$ cat src/rtl/rotate_nco.sv
// Complex phase rotator with built-in NCO: out = in * e^{j*theta}.
// Six-stage pipeline around an external synchronous octant sin/cos LUT.
module rotate_nco #(
  parameter int DATA_WIDTH      = 16,
  parameter int PHASE_WIDTH     = 16,
  parameter int LUT_LEN_SHIFT   = 11,
  parameter int LUT_WIDTH       = 16,
  parameter int LUT_SCALE_SHIFT = 14
) (
  input  logic                            clock,
  input  logic                            reset,
  input  logic                            enable,
  input  logic                            mode,
  input  logic signed [PHASE_WIDTH-1:0]   freq,
  input  logic                            acc_clear,
  input  logic signed [DATA_WIDTH-1:0]    in_i,
  input  logic signed [DATA_WIDTH-1:0]    in_q,
  input  logic signed [PHASE_WIDTH-1:0]   phase,
  input  logic                            input_strobe,
  output logic [LUT_LEN_SHIFT:0]          rot_addr,
  input  logic [2*LUT_WIDTH-1:0]          rot_data,
  output logic signed [DATA_WIDTH-1:0]    out_i,
  output logic signed [DATA_WIDTH-1:0]    out_q,
  output logic                            output_strobe,
  output logic                            sat
);

  localparam int DW = DATA_WIDTH;
  localparam int PW = PHASE_WIDTH;
  localparam int LW = LUT_WIDTH;
  localparam int OW = PW - 3;
  localparam int AS = OW - LUT_LEN_SHIFT;
  localparam int CW = LW + 1;
  localparam int MW = DW + CW;
  localparam int SW = MW + 1;

  localparam logic [OW:0] OCT = {1'b1, {OW{1'b0}}};
  localparam logic signed [SW-1:0] HALF =
    {{(SW-LUT_SCALE_SHIFT){1'b0}}, 1'b1, {(LUT_SCALE_SHIFT-1){1'b0}}};
  localparam logic signed [SW-1:0] MAXV =
    {{(SW-DW+1){1'b0}}, {(DW-1){1'b1}}};
  localparam logic signed [SW-1:0] MINV =
    {{(SW-DW+1){1'b1}}, {(DW-1){1'b0}}};

  logic signed [PW-1:0] acc;
  logic signed [PW-1:0] theta;

  logic signed [DW-1:0] s0_i, s0_q;
  logic signed [PW-1:0] s0_th;
  logic                 s0_v;

  logic [2:0]           s1_k;
  logic signed [DW-1:0] s1_i, s1_q;
  logic                 s1_v;

  logic [2:0]           s2_k;
  logic signed [DW-1:0] s2_i, s2_q;
  logic                 s2_v;

  logic                 en_q;
  logic [2*LW-1:0]      rot_hold;

  logic signed [CW-1:0] s3_c, s3_s;
  logic signed [DW-1:0] s3_i, s3_q;
  logic                 s3_v;

  logic signed [MW-1:0] s4_ic, s4_qs, s4_is, s4_qc;
  logic                 s4_v;

  assign theta = phase + (mode ? acc : '0);

  always_ff @(posedge clock) begin
    if (reset) begin
      acc <= '0;
    end else if (enable) begin
      if (acc_clear)
        acc <= '0;
      else if (input_strobe)
        acc <= acc + freq;
    end
  end

  logic [2:0]    k0;
  logic [OW-1:0] r0;
  logic [OW:0]   a0;

  always_comb begin
    k0 = s0_th[PW-1:PW-3];
    r0 = s0_th[OW-1:0];
    a0 = k0[0] ? (OCT - {1'b0, r0}) : {1'b0, r0};
  end

  // The LUT re-reads the held rot_addr every cycle, so the word that
  // belongs to stage 2 is captured on the first stalled edge.
  logic [2*LW-1:0]      lut;
  logic signed [LW-1:0] lut_c, lut_s;
  logic signed [CW-1:0] ce, se, cn, sn, cs_c, cs_s;

  always_comb begin
    lut   = en_q ? rot_data : rot_hold;
    lut_c = lut[2*LW-1:LW];
    lut_s = lut[LW-1:0];
    ce    = {lut_c[LW-1], lut_c};
    se    = {lut_s[LW-1], lut_s};
    cn    = -ce;
    sn    = -se;
    cs_c  = ce;
    cs_s  = se;
    unique case (s2_k)
      3'd0: begin cs_c = ce; cs_s = se; end
      3'd1: begin cs_c = se; cs_s = ce; end
      3'd2: begin cs_c = sn; cs_s = ce; end
      3'd3: begin cs_c = cn; cs_s = se; end
      3'd4: begin cs_c = cn; cs_s = sn; end
      3'd5: begin cs_c = sn; cs_s = cn; end
      3'd6: begin cs_c = se; cs_s = cn; end
      3'd7: begin cs_c = ce; cs_s = sn; end
    endcase
  end

  logic signed [SW-1:0] pi, pq, sh_i, sh_q;
  logic signed [DW-1:0] y_i, y_q;
  logic                 clip_i, clip_q;

  always_comb begin
    pi     = SW'(s4_ic) - SW'(s4_qs);
    pq     = SW'(s4_is) + SW'(s4_qc);
    sh_i   = (pi + HALF) >>> LUT_SCALE_SHIFT;
    sh_q   = (pq + HALF) >>> LUT_SCALE_SHIFT;
    clip_i = (sh_i > MAXV) || (sh_i < MINV);
    clip_q = (sh_q > MAXV) || (sh_q < MINV);
    y_i    = sh_i[DW-1:0];
    y_q    = sh_q[DW-1:0];
    if (sh_i > MAXV) y_i = MAXV[DW-1:0];
    if (sh_i < MINV) y_i = MINV[DW-1:0];
    if (sh_q > MAXV) y_q = MAXV[DW-1:0];
    if (sh_q < MINV) y_q = MINV[DW-1:0];
  end

  always_ff @(posedge clock) begin
    if (reset) begin
      en_q     <= 1'b0;
      rot_hold <= '0;
    end else begin
      en_q <= enable;
      if (!enable && en_q)
        rot_hold <= rot_data;
    end
  end

  always_ff @(posedge clock) begin
    if (reset) begin
      s0_i <= '0; s0_q <= '0; s0_th <= '0; s0_v <= 1'b0;
      s1_i <= '0; s1_q <= '0; s1_k <= '0; s1_v <= 1'b0;
      rot_addr <= '0;
      s2_i <= '0; s2_q <= '0; s2_k <= '0; s2_v <= 1'b0;
      s3_i <= '0; s3_q <= '0; s3_c <= '0; s3_s <= '0;
      s3_v <= 1'b0;
      s4_ic <= '0; s4_qs <= '0; s4_is <= '0; s4_qc <= '0;
      s4_v <= 1'b0;
      out_i <= '0; out_q <= '0;
      output_strobe <= 1'b0; sat <= 1'b0;
    end else if (enable) begin
      s0_i  <= in_i;
      s0_q  <= in_q;
      s0_th <= theta;
      s0_v  <= input_strobe;

      s1_i     <= s0_i;
      s1_q     <= s0_q;
      s1_k     <= k0;
      s1_v     <= s0_v;
      rot_addr <= a0[OW:AS];

      s2_i <= s1_i;
      s2_q <= s1_q;
      s2_k <= s1_k;
      s2_v <= s1_v;

      s3_i <= s2_i;
      s3_q <= s2_q;
      s3_c <= cs_c;
      s3_s <= cs_s;
      s3_v <= s2_v;

      s4_ic <= MW'(s3_i) * MW'(s3_c);
      s4_qs <= MW'(s3_q) * MW'(s3_s);
      s4_is <= MW'(s3_i) * MW'(s3_s);
      s4_qc <= MW'(s3_q) * MW'(s3_c);
      s4_v  <= s3_v;

      output_strobe <= s4_v;
      sat           <= s4_v & (clip_i | clip_q);
      if (s4_v) begin
        out_i <= y_i;
        out_q <= y_q;
      end
    end
  end

endmodule

$ cat config.mk
export PLATFORM = sky130hd
export DESIGN_NAME = rotate_nco
export DESIGN_NICKNAME = d
export VERILOG_FILES = /design/src/rtl/rotate_nco.sv
export SDC_FILE = /design/constraint.sdc
export NUM_CORES = 2
export LEC_CHECK = 0
export CORE_MARGIN = 2
export CORE_UTILIZATION = 25
export DETAILED_ROUTE_END_ITERATION = 6
export MAX_ROUTING_LAYER = met4
export PLACE_DENSITY = 0.43
export SLEW_MARGIN = 20
export SYNTH_ARGS = -nofsm -noshare
export SYNTH_HDL_FRONTEND = slang
export SYNTH_SLANG_ARGS = --single-unit
$ cat constraint.sdc
create_clock -name clock -period 8.95 [get_ports clock]
set_input_delay 1.79 -clock clock [delete_from_list [all_inputs] [get_ports clock]]
set_output_delay 1.79 -clock clock [all_outputs]
set_load 0.005 [all_outputs]
Yosys cells after proc, flatten, opt, wreduce, memory -nomap -nowiden

Cells that the tools add are included.
Widths: inputs -> output; s select.

$add $sub $neg: 9
Multiply operators: 4
$lt $le $gt $ge: 4
Equality and inequality tests: 7
Mux-type cells: 11
Bitwise operators: 2
Reduce and logical (&&, ||, !) cells: 16

Operators with widths:

| operator               | number |
|---|---|
| $pmux 17 s4            | 2 |
| $mul 16x17->33         | 4 |
| $mux 16                | 7 |
| $add 34x15->34 const B | 2 |
| $gt 20x16->1 const B   | 2 |
| $lt 20x16->1 const B   | 2 |
| $add 33x33->34         | 1 |
| $neg 16->17            | 2 |
| $sub 33x33->34         | 1 |
| $add 16x16->16         | 2 |
| $mux 32                | 1 |
| $reduce_or 2->1        | 8 |
| $mux 14                | 1 |
| $sub 14x13->14 const A | 1 |
| $eq 3x3->1 const B     | 4 |
| $eq 3x2->1 const B     | 2 |
| $reduce_and 2->1       | 2 |
| $eq 3x1->1 const B     | 1 |
| $logic_not 3->1        | 1 |
| $logic_or 1x1->1       | 2 |
| $reduce_bool 2->1      | 1 |
| $and 1x1->1            | 1 |
| $logic_and 1x1->1      | 1 |
| $logic_not 1->1        | 1 |
| $or 1x1->1             | 1 |

Register bits after elaboration: 416
Bits of input ports: 102
Output and inout port bits: 46
Word-level logic and storage cells: 83

Logic depth before layout (Yosys ltp)

Depth after elaboration: 6
Mapped depth: 27
Gate-level depth less buffers: 24

Worst setup path after synthesis

Ideal clock, no wire load.

Path kind: reg-to-reg
From: reg s3_q[1]
To: reg s4_qs[29]
Library setup time: 128 ps
Arrival time: 6255 ps
Required time: 8822 ps
Setup slack: 2566 ps
Cell stages (with the launch flop): 26
Path buffers: 3
Clock period less this slack: 6384 ps
Path through: dfxtp_1 > clkbuf_1 > clkbuf_1 > nand2_1 > inv_1 > fa_1 > fa_1 > fa_1 > fa_1 > fa_1 > inv_1 > fa_1 > inv_1 > ha_1 > clkbuf_1 > a21o_1 > nand2_1 > nand2b_1 > a21o_1 > a21o_1 > a21o_1 > a221o_1 > a311o_1 > a21oi_1 > xor2_1 > o21ai_0

Cells in the longest elaborated chain, start to end: 1

Ends and longest elaborated chain:

| what                   | RTL line | RTL |
|---|---|---|
| start, declared        | 64       | `logic signed [DW-1:0] s3_i, s3_q;` |
| start signal, assigned | 181      | `s3_q <= s2_q;` |
| $mul 16x17->33         | 187      | `s4_qs <= MW'(s3_q) * MW'(s3_s);` |
| end signal, assigned   | 187      |  |
| end, declared          | 67       | `logic signed [MW-1:0] s4_ic, s4_qs, s4_is, s4_qc;` |

Every way passes these cells.
A chain may end at the register's enable or synchronous reset.

Worst setup path in the final report

From: reg s3_s[11]
To: reg s4_is[30]

Cells in the longest elaborated chain, start to end: 1

Ends and longest elaborated chain:

| what                   | RTL line | RTL |
|---|---|---|
| start, declared        | 63       | `logic signed [CW-1:0] s3_c, s3_s;` |
| start signal, assigned | 183      | `s3_s <= cs_s;` |
| $mul 16x17->33         | 188      | `s4_is <= MW'(s3_i) * MW'(s3_s);` |
| end signal, assigned   | 188      |  |
| end, declared          | 67       |  |

Every way passes these cells.

==> qor.yml <==
run_status:
  status: "finished clean"
synth:
  synth_fp_nets: 8763
  ys.flop_type: "dfxtp_1"
  yosysMostFrequentCell: "inv_1"
  synth_area_leaders: "fa_1, dfxtp_1, ha_1"
  synth_xor_area_frac: 0.0315
  synth_warnings: 0
  synth.cell_area_um2: 62800
  synth_mux_area_frac: 0.0445
  synth_adder_area_share: 0.451
  synth-async-reset-ratio: 0
  synth_common_cells: "inv_1, fa_1, nand2_1"
  synth.largest_area_cell: "fa_1"
  postSynthCellCount: 7061
  synth_top_family_by_area: "adder cells"
  synth_edf_count: 0
  yosysTopAreaCellShare: 0.353
  synth-simple-area-share: 0.159
  syn_area_per_cell_um2: 8.89
  yosysSeqAreaShare: 0.133
  yosysUniqueCellTypes: 84
  ys_ff_latch: 416
  synth_compound_area_frac: 0.0825
floorplan:
  ioPinCount: 148
  start_util: 0.252
  die_area_um2: 255000
  rows: 183
  core_area_um2: 249000
  die_w_um: 505
  dieHeight_um: 505
global_routing:
  grt_pass1_vias: 49100
  grt_pass1_wl_um: 308000
  antenna_found_initial: 14
  grt.total_usage: 0.162
  grt_max_degree: 170
  overflow: 0
worst_setup_path:
  critPathMaxStageDelay_ns: 1.08
  worstPathRequired_ns: 9.51
  critical-path-top-delay-family: "adder cells"
  startpoint_type: "register"
  rr_startpoint: "s3_s[11]$_SDFFE_PP0P_"
  crit_path_end: "s4_is[30]$_SDFFE_PP0P_"
  r2r_slack_ns: 0.93
  r2r-end: "s4_is[30]$_SDFFE_PP0P_"
  ff2ff_path_depth: 22
  crit_arrival_ns: 8.58
  cp_slowest_cell: "dfxtp_1"
  worstSetupStartpoint: "s3_s[11]$_SDFFE_PP0P_"
  crit_path_end_kind: "register"
  path_buf_inv: 4
  crit_top_cell: "fa_1"
  crit_chain: "buf_4 -> nand2_1 -> fa_1 -> fa_1 -> fa_1 -> inv_1 -> fa_1 -> fa_1 -> inv_1 -> fa_1 -> inv_1 -> ha_1 -> and3_1 -> o311ai_0 -> o21ai_0 -> nor2_1 -> a2111oi_0 -> o21ai_0 -> a21oi_1 -> a21oi_1 -> xor2_1 -> o21ai_0"
  crit_cells: 22
  worstPathMaxFanout: 13
  critical_path_class: "reg -> reg"
layout:
  finalNonFillerCells: 10400
  layout-drive-gt1-share: 0.0458
  syn_to_final_growth_pct: 11.8
  fin_util: 0.282
  final_nets: 8753
timing:
  max_freq_mhz: 125
  fin_hold_ws_ns: 0.452
  worst_slew_pin_slew_ns: 1.15
  finalSetupViolations: 0
  period_share: 0.896
  relSlewSlack: 0.229
  hold_violations: 0
  rsz0062_at_grt: "no"
  period_minus_slack_ns: 8.02
  slew_violations: 0
  skew_ns: 0.0577
  tns_ns: 0
clocking:
  numCtsBuffers: 56
  clkLatencyLatePin_ns: 0.72
  cts_tree: "done"
  clockRootBuffer: "clkbuf_16"
  cts.repair.resized: 0
  hold_buffers: 0
  cts_buffer_depth: 3
  cts_sinks: 416
  post_cts_buffers: 0
  clk_pin_slew_ns: 0.06
  cts_max_level: 2
route:
  drc_errors: 0
  drt_iter0_drc: 2660
  dr.pass1.iters: 6
  vias_per_cell: 4.52
  wl_um: 201000
  num_vias: 47100
  final_antenna_net_count: 0
  post_drt_wl_per_cell_um: 19.2
place:
  numPortBuffers: 147
  routabilityCongestion: 0.876
  dp_hpwl_um: 161000
  dp_cells: 10300
power_and_ir_drop:
  peakVddDrop_v: 0.000171
  leakagePower_nw: 34.3
  power_density_nw_per_um2: 73.2
worst_hold_path:
  hold_class: "reg -> reg"
flow_run:
  cap_violations: 0
==> routing by layer <==
layer  part of all wire  track usage
met2               0.48        0.263
met3              0.041       0.0170
met5                  0            -
met1               0.46        0.216
met4              0.026       0.0357
==> sequential cells by signal, summed over array words and instances, names as in the netlist, 17 cells and up <==
| register | cells |
|---|---|
| rot_hold | 32 |
| s4_qc | 33 |
| s3_s | 17 |
| s4_is | 33 |
| s3_c | 17 |
| s4_ic | 33 |
| s4_qs | 33 |
==> worst min-delay path by stage <==
stage	from	to	slack [ns]	cells past startpoint
2_1_floorplan	s4_qs[24]$_SDFFE_PP0P_	s4_qs[24]$_SDFFE_PP0P_	0.43	2
3_3_place_gp	rot_hold[20]$_SDFFE_PP0P_	rot_hold[20]$_SDFFE_PP0P_	0.44	2
3_5_place_dp	rot_hold[22]$_SDFFE_PP0P_	rot_hold[22]$_SDFFE_PP0P_	0.45	2
4_1_cts	rot_hold[22]$_SDFFE_PP0P_	rot_hold[22]$_SDFFE_PP0P_	0.46	2
5_1_grt	rot_hold[15]$_SDFFE_PP0P_	rot_hold[15]$_SDFFE_PP0P_	0.47	2
6_report	rot_hold[22]$_SDFFE_PP0P_	rot_hold[22]$_SDFFE_PP0P_	0.45	2
==> cells by family after synthesis <==
kind of cell	Yosys count
XOR/XNOR	225
buffers and inverters	1645
AND/OR/NAND/NOR	2121
multiplexers	271
adder cells (fa/ha/maj)	1600
flip-flops	416
AO/OA/AOI/OAI	783
==> placed cells by master (no fill, tap or decap), types with 16 or more instances in the layout <==
cell	instances
buf_4	140
o211ai_1	18
nand2_1	762
clkbuf_16	56
dfxtp_1	407
nand4_1	18
and2_1	544
nor2b_1	18
ha_1	494
a31oi_1	20
xor2_1	64
mux2i_1	249
nor2_1	513
o21a_1	22
o21bai_1	20
nand3_1	63
fa_1	1106
a22oi_1	18
clkdlybuf4s50_1	145
a21oi_1	238
xnor2_1	160
nand2b_1	39
o21ai_0	145
a211oi_1	44
nor3_1	80
a21o_1	88
mux2_2	16
inv_1	1279
==> worst register-to-register path, stage by stage (launching register included) <==
cell	delay, ns
dfxtp_1	1.08
buf_4	0.35
nand2_1	0.10
fa_1	0.53
fa_1	0.51
fa_1	0.52
inv_1	0.06
fa_1	0.48
fa_1	0.50
inv_1	0.05
fa_1	0.47
inv_1	0.04
ha_1	0.35
and3_1	0.30
o311ai_0	0.21
o21ai_0	0.21
nor2_1	0.15
a2111oi_0	0.81
o21ai_0	0.43
a21oi_1	0.23
a21oi_1	0.09
xor2_1	0.27
o21ai_0	0.12
==> power breakdown <==
| part | switching [W] | total [W] | leakage (nW) | internal (W) |
|---|---|---|---|---|
| Sequential | 0.0000813 | 0.00198 | 3.38 | 0.00190 |
| Combinational | 0.000506 | 0.000794 | 30.0 | 0.000288 |
| Clock | 0.00102 | 0.00236 | 0.908 | 0.00134 |
| Total | 0.00161 | 0.00514 | 34.3 | 0.00353 |
==> per-stage QoR <==
stage                     cell area [um2]  setup WS [ns]  total power (W)
after floorplan                     62800           2.57          0.00246
after global placement              68300          0.934          0.00281
after detailed placement            68300           1.03          0.00282
after CTS                           70200          0.977          0.00523
after global routing                70200          0.623          0.00537
final                               70200          0.932          0.00514
==> area by class of cell <==
| cell class | instances | area (um2) |
|---|---|---|
| Tap cell | 3330 | 4170 |
| Timing Repair Buffer | 294 | 2670 |
| Multi-Input combinational cell | 5000 | 48300 |
| Antenna cell | 6 | 15.0 |
| Clock buffer | 76 | 1550 |
| Sequential cell | 416 | 8340 |
| Fill cell | 26800 | 179000 |
| Inverter | 1283 | 4820 |
| Clock inverter | 26 | 334 |
Note: power is estimated with default switching activity, not from simulation.
